### src/rtl/clk_rst_sequencer.sv
// Clock/reset sequencer: holds the MMCM in reset, waits for a stable lock, then releases the
// downstream reset domains in ascending order. Optional soft reset path: define SOFT_RESET_EN.
module clk_rst_sequencer #(
  parameter int unsigned N_DOMAINS          = 2,
  parameter int unsigned MMCM_RST_CYCLES    = 16,
  parameter int unsigned LOCK_TIMEOUT       = 4096,
  parameter int unsigned LOCK_STABLE_CYCLES = 64,
  parameter int unsigned STAGE_DELAY        = 8,
  parameter int unsigned CNT_W              = 8
) (
  input  logic                 clk,
  input  logic                 rst_n,
  input  logic                 mmcm_locked,
`ifdef SOFT_RESET_EN
  input  logic                 soft_rst_req,
`endif
  output logic                 mmcm_rst,
  output logic [N_DOMAINS-1:0] domain_rst,
  output logic                 ready,
  output logic [CNT_W-1:0]     relock_cnt,
  output logic                 timeout_err
);

  localparam int unsigned MaxA = (MMCM_RST_CYCLES > LOCK_TIMEOUT) ? MMCM_RST_CYCLES : LOCK_TIMEOUT;
  localparam int unsigned MaxB = (LOCK_STABLE_CYCLES > STAGE_DELAY) ? LOCK_STABLE_CYCLES :
                                                                     STAGE_DELAY;
  localparam int unsigned MaxCnt = (MaxA > MaxB) ? MaxA : MaxB;
  localparam int unsigned TW     = (MaxCnt > 1) ? $clog2(MaxCnt) : 1;
  localparam int unsigned IW     = (N_DOMAINS > 1) ? $clog2(N_DOMAINS) : 1;

  localparam logic [TW-1:0] RstLast    = TW'(MMCM_RST_CYCLES - 1);
  localparam logic [TW-1:0] ToLast     = TW'(LOCK_TIMEOUT - 1);
  localparam logic [TW-1:0] StableLast = TW'(LOCK_STABLE_CYCLES - 1);
  localparam logic [TW-1:0] StageLast  = TW'(STAGE_DELAY - 1);
  localparam logic [IW-1:0] LastIdx    = IW'(N_DOMAINS - 1);

  typedef enum logic [2:0] {
    StMrst,
    StWaitLock,
    StStable,
    StRelease,
    StRun
  } state_e;

  state_e                 state_q, state_d;
  logic [TW-1:0]          cnt_q, cnt_d;
  logic [IW-1:0]          idx_q, idx_d, idx_nxt;
  logic [1:0]             sync_q;
  logic                   mmcm_rst_q, mmcm_rst_d;
  logic [N_DOMAINS-1:0]   dom_q, dom_d;
  logic                   ready_q, ready_d;
  logic [CNT_W-1:0]       relock_q, relock_d;
  logic                   terr_q, terr_d;
  logic                   lk;
  logic                   go_mrst, bump;

  assign lk      = sync_q[1];
  assign idx_nxt = idx_q + 1'b1;

  always_comb begin
    state_d    = state_q;
    cnt_d      = cnt_q;
    idx_d      = idx_q;
    mmcm_rst_d = mmcm_rst_q;
    dom_d      = dom_q;
    ready_d    = ready_q;
    relock_d   = relock_q;
    terr_d     = terr_q;
    go_mrst    = 1'b0;
    bump       = 1'b0;

    unique case (state_q)
      StMrst: begin
        if (cnt_q == RstLast) begin
          state_d    = StWaitLock;
          cnt_d      = '0;
          mmcm_rst_d = 1'b0;
        end else begin
          cnt_d = cnt_q + 1'b1;
        end
      end
      StWaitLock: begin
        if (lk) begin
          state_d = StStable;
          cnt_d   = '0;
        end else if (cnt_q == ToLast) begin
          go_mrst = 1'b1;
          bump    = 1'b1;
          terr_d  = 1'b1;
        end else begin
          cnt_d = cnt_q + 1'b1;
        end
      end
      StStable: begin
        // A dropout here is treated as a glitch: restart the wait, no relock count.
        if (!lk) begin
          state_d = StWaitLock;
          cnt_d   = '0;
        end else if (cnt_q == StableLast) begin
          state_d  = StRelease;
          cnt_d    = '0;
          idx_d    = '0;
          dom_d[0] = 1'b0;
        end else begin
          cnt_d = cnt_q + 1'b1;
        end
      end
      StRelease: begin
        if (!lk) begin
          go_mrst = 1'b1;
          bump    = 1'b1;
        end else if (cnt_q == StageLast) begin
          cnt_d = '0;
          if (idx_q == LastIdx) begin
            state_d = StRun;
            ready_d = 1'b1;
          end else begin
            idx_d          = idx_nxt;
            dom_d[idx_nxt] = 1'b0;
          end
        end else begin
          cnt_d = cnt_q + 1'b1;
        end
      end
      StRun: begin
        if (!lk) begin
          go_mrst = 1'b1;
          bump    = 1'b1;
        end
      end
      default: state_d = StMrst;
    endcase

`ifdef SOFT_RESET_EN
    // Soft request overrides any lock event on the same cycle and is not counted.
    if (soft_rst_req && (state_q != StMrst)) begin
      go_mrst = 1'b1;
      bump    = 1'b0;
      terr_d  = terr_q;
    end
`endif

    if (go_mrst) begin
      state_d    = StMrst;
      cnt_d      = '0;
      mmcm_rst_d = 1'b1;
      dom_d      = '1;
      ready_d    = 1'b0;
    end
    if (bump && (relock_q != '1)) begin
      relock_d = relock_q + 1'b1;
    end
  end

  always_ff @(posedge clk or negedge rst_n) begin
    if (!rst_n) begin
      sync_q     <= '0;
      state_q    <= StMrst;
      cnt_q      <= '0;
      idx_q      <= '0;
      mmcm_rst_q <= 1'b1;
      dom_q      <= '1;
      ready_q    <= 1'b0;
      relock_q   <= '0;
      terr_q     <= 1'b0;
    end else begin
      sync_q     <= {sync_q[0], mmcm_locked};
      state_q    <= state_d;
      cnt_q      <= cnt_d;
      idx_q      <= idx_d;
      mmcm_rst_q <= mmcm_rst_d;
      dom_q      <= dom_d;
      ready_q    <= ready_d;
      relock_q   <= relock_d;
      terr_q     <= terr_d;
    end
  end

  assign mmcm_rst    = mmcm_rst_q;
  assign domain_rst  = dom_q;
  assign ready       = ready_q;
  assign relock_cnt  = relock_q;
  assign timeout_err = terr_q;

endmodule

### config.mk
export PLATFORM = sky130hd
export DESIGN_NAME = clk_rst_sequencer
export DESIGN_NICKNAME = d
export VERILOG_FILES = /design/src/rtl/clk_rst_sequencer.sv
export SDC_FILE = /design/constraint.sdc
export NUM_CORES = 1
export LEC_CHECK = 0
export ABC_CLOCK_PERIOD_IN_PS = 2300
export CAP_MARGIN = 20
export CORE_ASPECT_RATIO = 1.5
export CORE_MARGIN = 10
export CORE_UTILIZATION = 35
export DETAILED_ROUTE_END_ITERATION = 7
export GPL_TIMING_DRIVEN = 0
export PLACE_DENSITY = 0.67
export SETUP_SLACK_MARGIN = 0.1
export SLEW_MARGIN = 10
export SYNTH_ARGS = -nofsm -noshare
export SYNTH_HDL_FRONTEND = slang
export SYNTH_SLANG_ARGS = --single-unit
### constraint.sdc
create_clock -name clk -period 2.3 [get_ports clk]
set_input_delay 0.69 -clock clk [delete_from_list [all_inputs] [get_ports clk]]
set_output_delay 0.69 -clock clk [all_outputs]
set_load 0.1 [all_outputs]
==> metrics, run 1 <==
DRC violations left=0; largest net degree at the start of global routing=32; fin crit share=0.966; FF-to-FF Start=cnt_q[6]; status=completed; global-route wire length before repair=~6500 um; fin. max-slew vios=0; layout cells sized above 1=0.343; final setup vio count=0; Worst VDD drop=~0.36 mV; top_reg_cell synth=dfrtp_1; drt initial violations=71; Design Area, Final=roughly 2200 um^2; Synth Net Count=roughly 170; critical path launch point type=register; critical path arrival=2400 ps; vias post-DR=between 1000 and 1500; Vias/cell=5.20; clk_skew=7.63 ps; #FFs+latches synth=31; Min-Delay Path Class=reg -> reg; IO Count=16; htree depth=2; initial antenna violation count=0; DP HPWL=2540 um; pwr dens=~1100 nW/um^2; Routed WL per cell=approximately 14 um; Min-Delay Startpoint=sync_q[0]; Mapped Cells=approximately 170; # port buffers=15; fmax=around 0.45 GHz; routed wire length=between 3000 and 4000 um; ys async rst share=1.00; Core Util, Final=0.481; CP Launch Point=cnt_q[6]; Slew headroom=0.371; Syn Std Cell Area=between 1500 and 2000 um^2; initial core utilization=0.366; synthesized area per cell=between 10 and 15 um^2; final setup TNS=0 ps; Synth area leaders=dfrtp_1 (42%), dfstp_2 (4.7%), xor2_1 (4.7%); P&R area growth vs syn=31.6%; CTS tree=yes; Final Hold Viols=0; cts bufs inserted=5; Pint=approximately 0.0014 W; Rows=30; Comb pwr share=0.468; Die Wd=approximately 76 um; worst-margin pin slew=about 950 ps; Switch Pwr=roughly 0.0011 W; area of placed instances=between 1500 and 2000 um^2; Post-synth EDFFs=0; final-stage net count=roughly 210; Seq pwr share=0.305; Clk Latency, worst-skew pair=~280 ps; Synth Warn #=0; Worst Path Max Fanout=3; part of the power in the clock network=0.227; Hold-fix buffers, CTS=0; area of the core=between 4000 and 5000 um^2; Reg clk slew, reported paths=about 70 ps; multi-input combinational cell area=between 900 and 1000 um^2; leakage power=between 0.9 and 1 nW; Cell variety after synth=43; TritonCTS Sinks=31; critical path data required time=roughly 2500 ps; die area=between 8000 and 9000 um^2; post-synth top area share=0.419; vias in the first global route=approximately 1400; max cap viols=0; Final min period=~2200 ps; WS Path Type=reg -> reg; cell taking the most area after synthesis=dfrtp_1; Net Sw Frac=0.441; Antenna Cells=0; post-synthesis sequential area ratio=0.466; Post-synth top cells=dfrtp_1 (28), nand2_1 (15), nor2_1 (15), nand3_1 (9), xor2_1 (9); most frequent cell after synthesis=dfrtp_1; DIE HEIGHT=105 um; GRT Overall Usage=0.0991; FF+latch area=just under 800 um^2; RePlAce Congestion=~0.85; Crit. End Element=register; clock buffer depth=2; RSZ-0062 raised after global routing=yes; root buffer cell=clkbuf_8; first-pass detailed-route iteration total=4; ANT nets after route=0; Layout fillers=457; total gr overflow=0
## path summary, 6_finish.rpt
kind | endpoint | slack [ps] | cells after the start
max | state_q[0] | 80 | 5
min | sync_q[1] | 360 | 0
max reg2reg | state_q[0] | 80 | 5
min reg2reg | sync_q[1] | 360 | 0
max in group asynchronous | relock_cnt[0] | 1380 | 1
min in group asynchronous | cnt_q[4] | 440 | 1
## metrics by stage
step                total power (W)  setup WS (ps)  hold slack, ps  cells
CTS                         0.00239            102             361    261
detailed placement          0.00180          -51.2             350    246
finish                      0.00246           78.4             357    268
global route                0.00260           25.8             379    268
floorplan                   0.00157            112             331    167
global placement            0.00180           -181             347    246
## layout by cell type, fill, tap and decap left out, types with 4 or more instances in the layout
cell	count
clkdlybuf4s15_2	10
or2_2	5
o21ai_0	7
dfrtp_2	4
xnor2_1	4
nand4_1	4
nand2_1	15
and3_1	6
dfrtp_1	24
nor2_1	14
xor2_1	9
clkbuf_8	6
o211ai_1	5
nor3_1	5
nand2b_1	4
buf_4	13
a21oi_1	6
nand3_1	9
## flip-flops by register name (all words and copies together) (netlist names)
name / count
mmcm_rst: 1
sync_q: 2
cnt_q: 12
state_q: 3
relock_cnt: 8
timeout_err: 1
idx_q: 1
domain_rst: 2
ready: 1
## worst max-delay path, stage by stage, from the launching register on
cell       delay, ps
dfrtp_1          400
or4_4            550
or4_4            540
o2bb2ai_2        150
o21ai_2          150
mux2_4           310
## layout make-up
type,count,area share
inverter,2,0.00341
multi-input combinational,129,0.419
tap,64,0.0363
clock buffer,6,0.0375
sequential,31,0.356
timing repair buffer,29,0.116
buffer,5,0.0159
clock inverter,2,0.0159
## cells by family after synthesis
kind of cell,synth area share
multiplexers,0.0202
adder cells (fa/ha/maj),0.0149
buffers and inverters,0.0224
flip-flops,0.466
AND/OR/NAND/NOR,0.282
XOR/XNOR,0.0680
AO/OA/AOI/OAI,0.127
## routing by layer
layer,share of wire,wire (um),vias to the layer above,global-route usage
li1,-,-,673,-
met1,0.38,1480,678,0.0957
met2,0.54,2090,28,0.171
met3,0.027,104,14,0.0232
met4,0.047,180,0,0.0893
met5,0,0,-,0
## repair_timing
| action | 4_1_cts | 5_1_grt |
|---|---|---|
| cloned | 0 | 0 |
| resized for setup | 42 | 14 |
| pin swaps | 3 | 3 |
| endpoints found under the setup margin | 28 | 17 |
| setup buffers | 7 | 7 |
## power by group through the flow
stage / logic, W / registers [W] / clock network [W]
6_report: 0.00115 / 0.000752 / 0.000558
4_1_cts: 0.00106 / 0.000752 / 0.000575
3_3_place_gp: 0.00104 / 0.000762 / 0
3_5_place_dp: 0.00104 / 0.000762 / 0
2_1_floorplan: 0.000436 / 0.00113 / 0
5_1_grt: 0.00123 / 0.000770 / 0.000596
No activity file was read; power rests on OpenSTA's default activity.
==> run 2: changes to the inputs <==
Settings changed: CTS_BUF_LIST from default to sky130_fd_sc_hd__clkbuf_8.
==> results of run 2 <==
No change in the layout: final DEF, timing and power equal those of run 1.
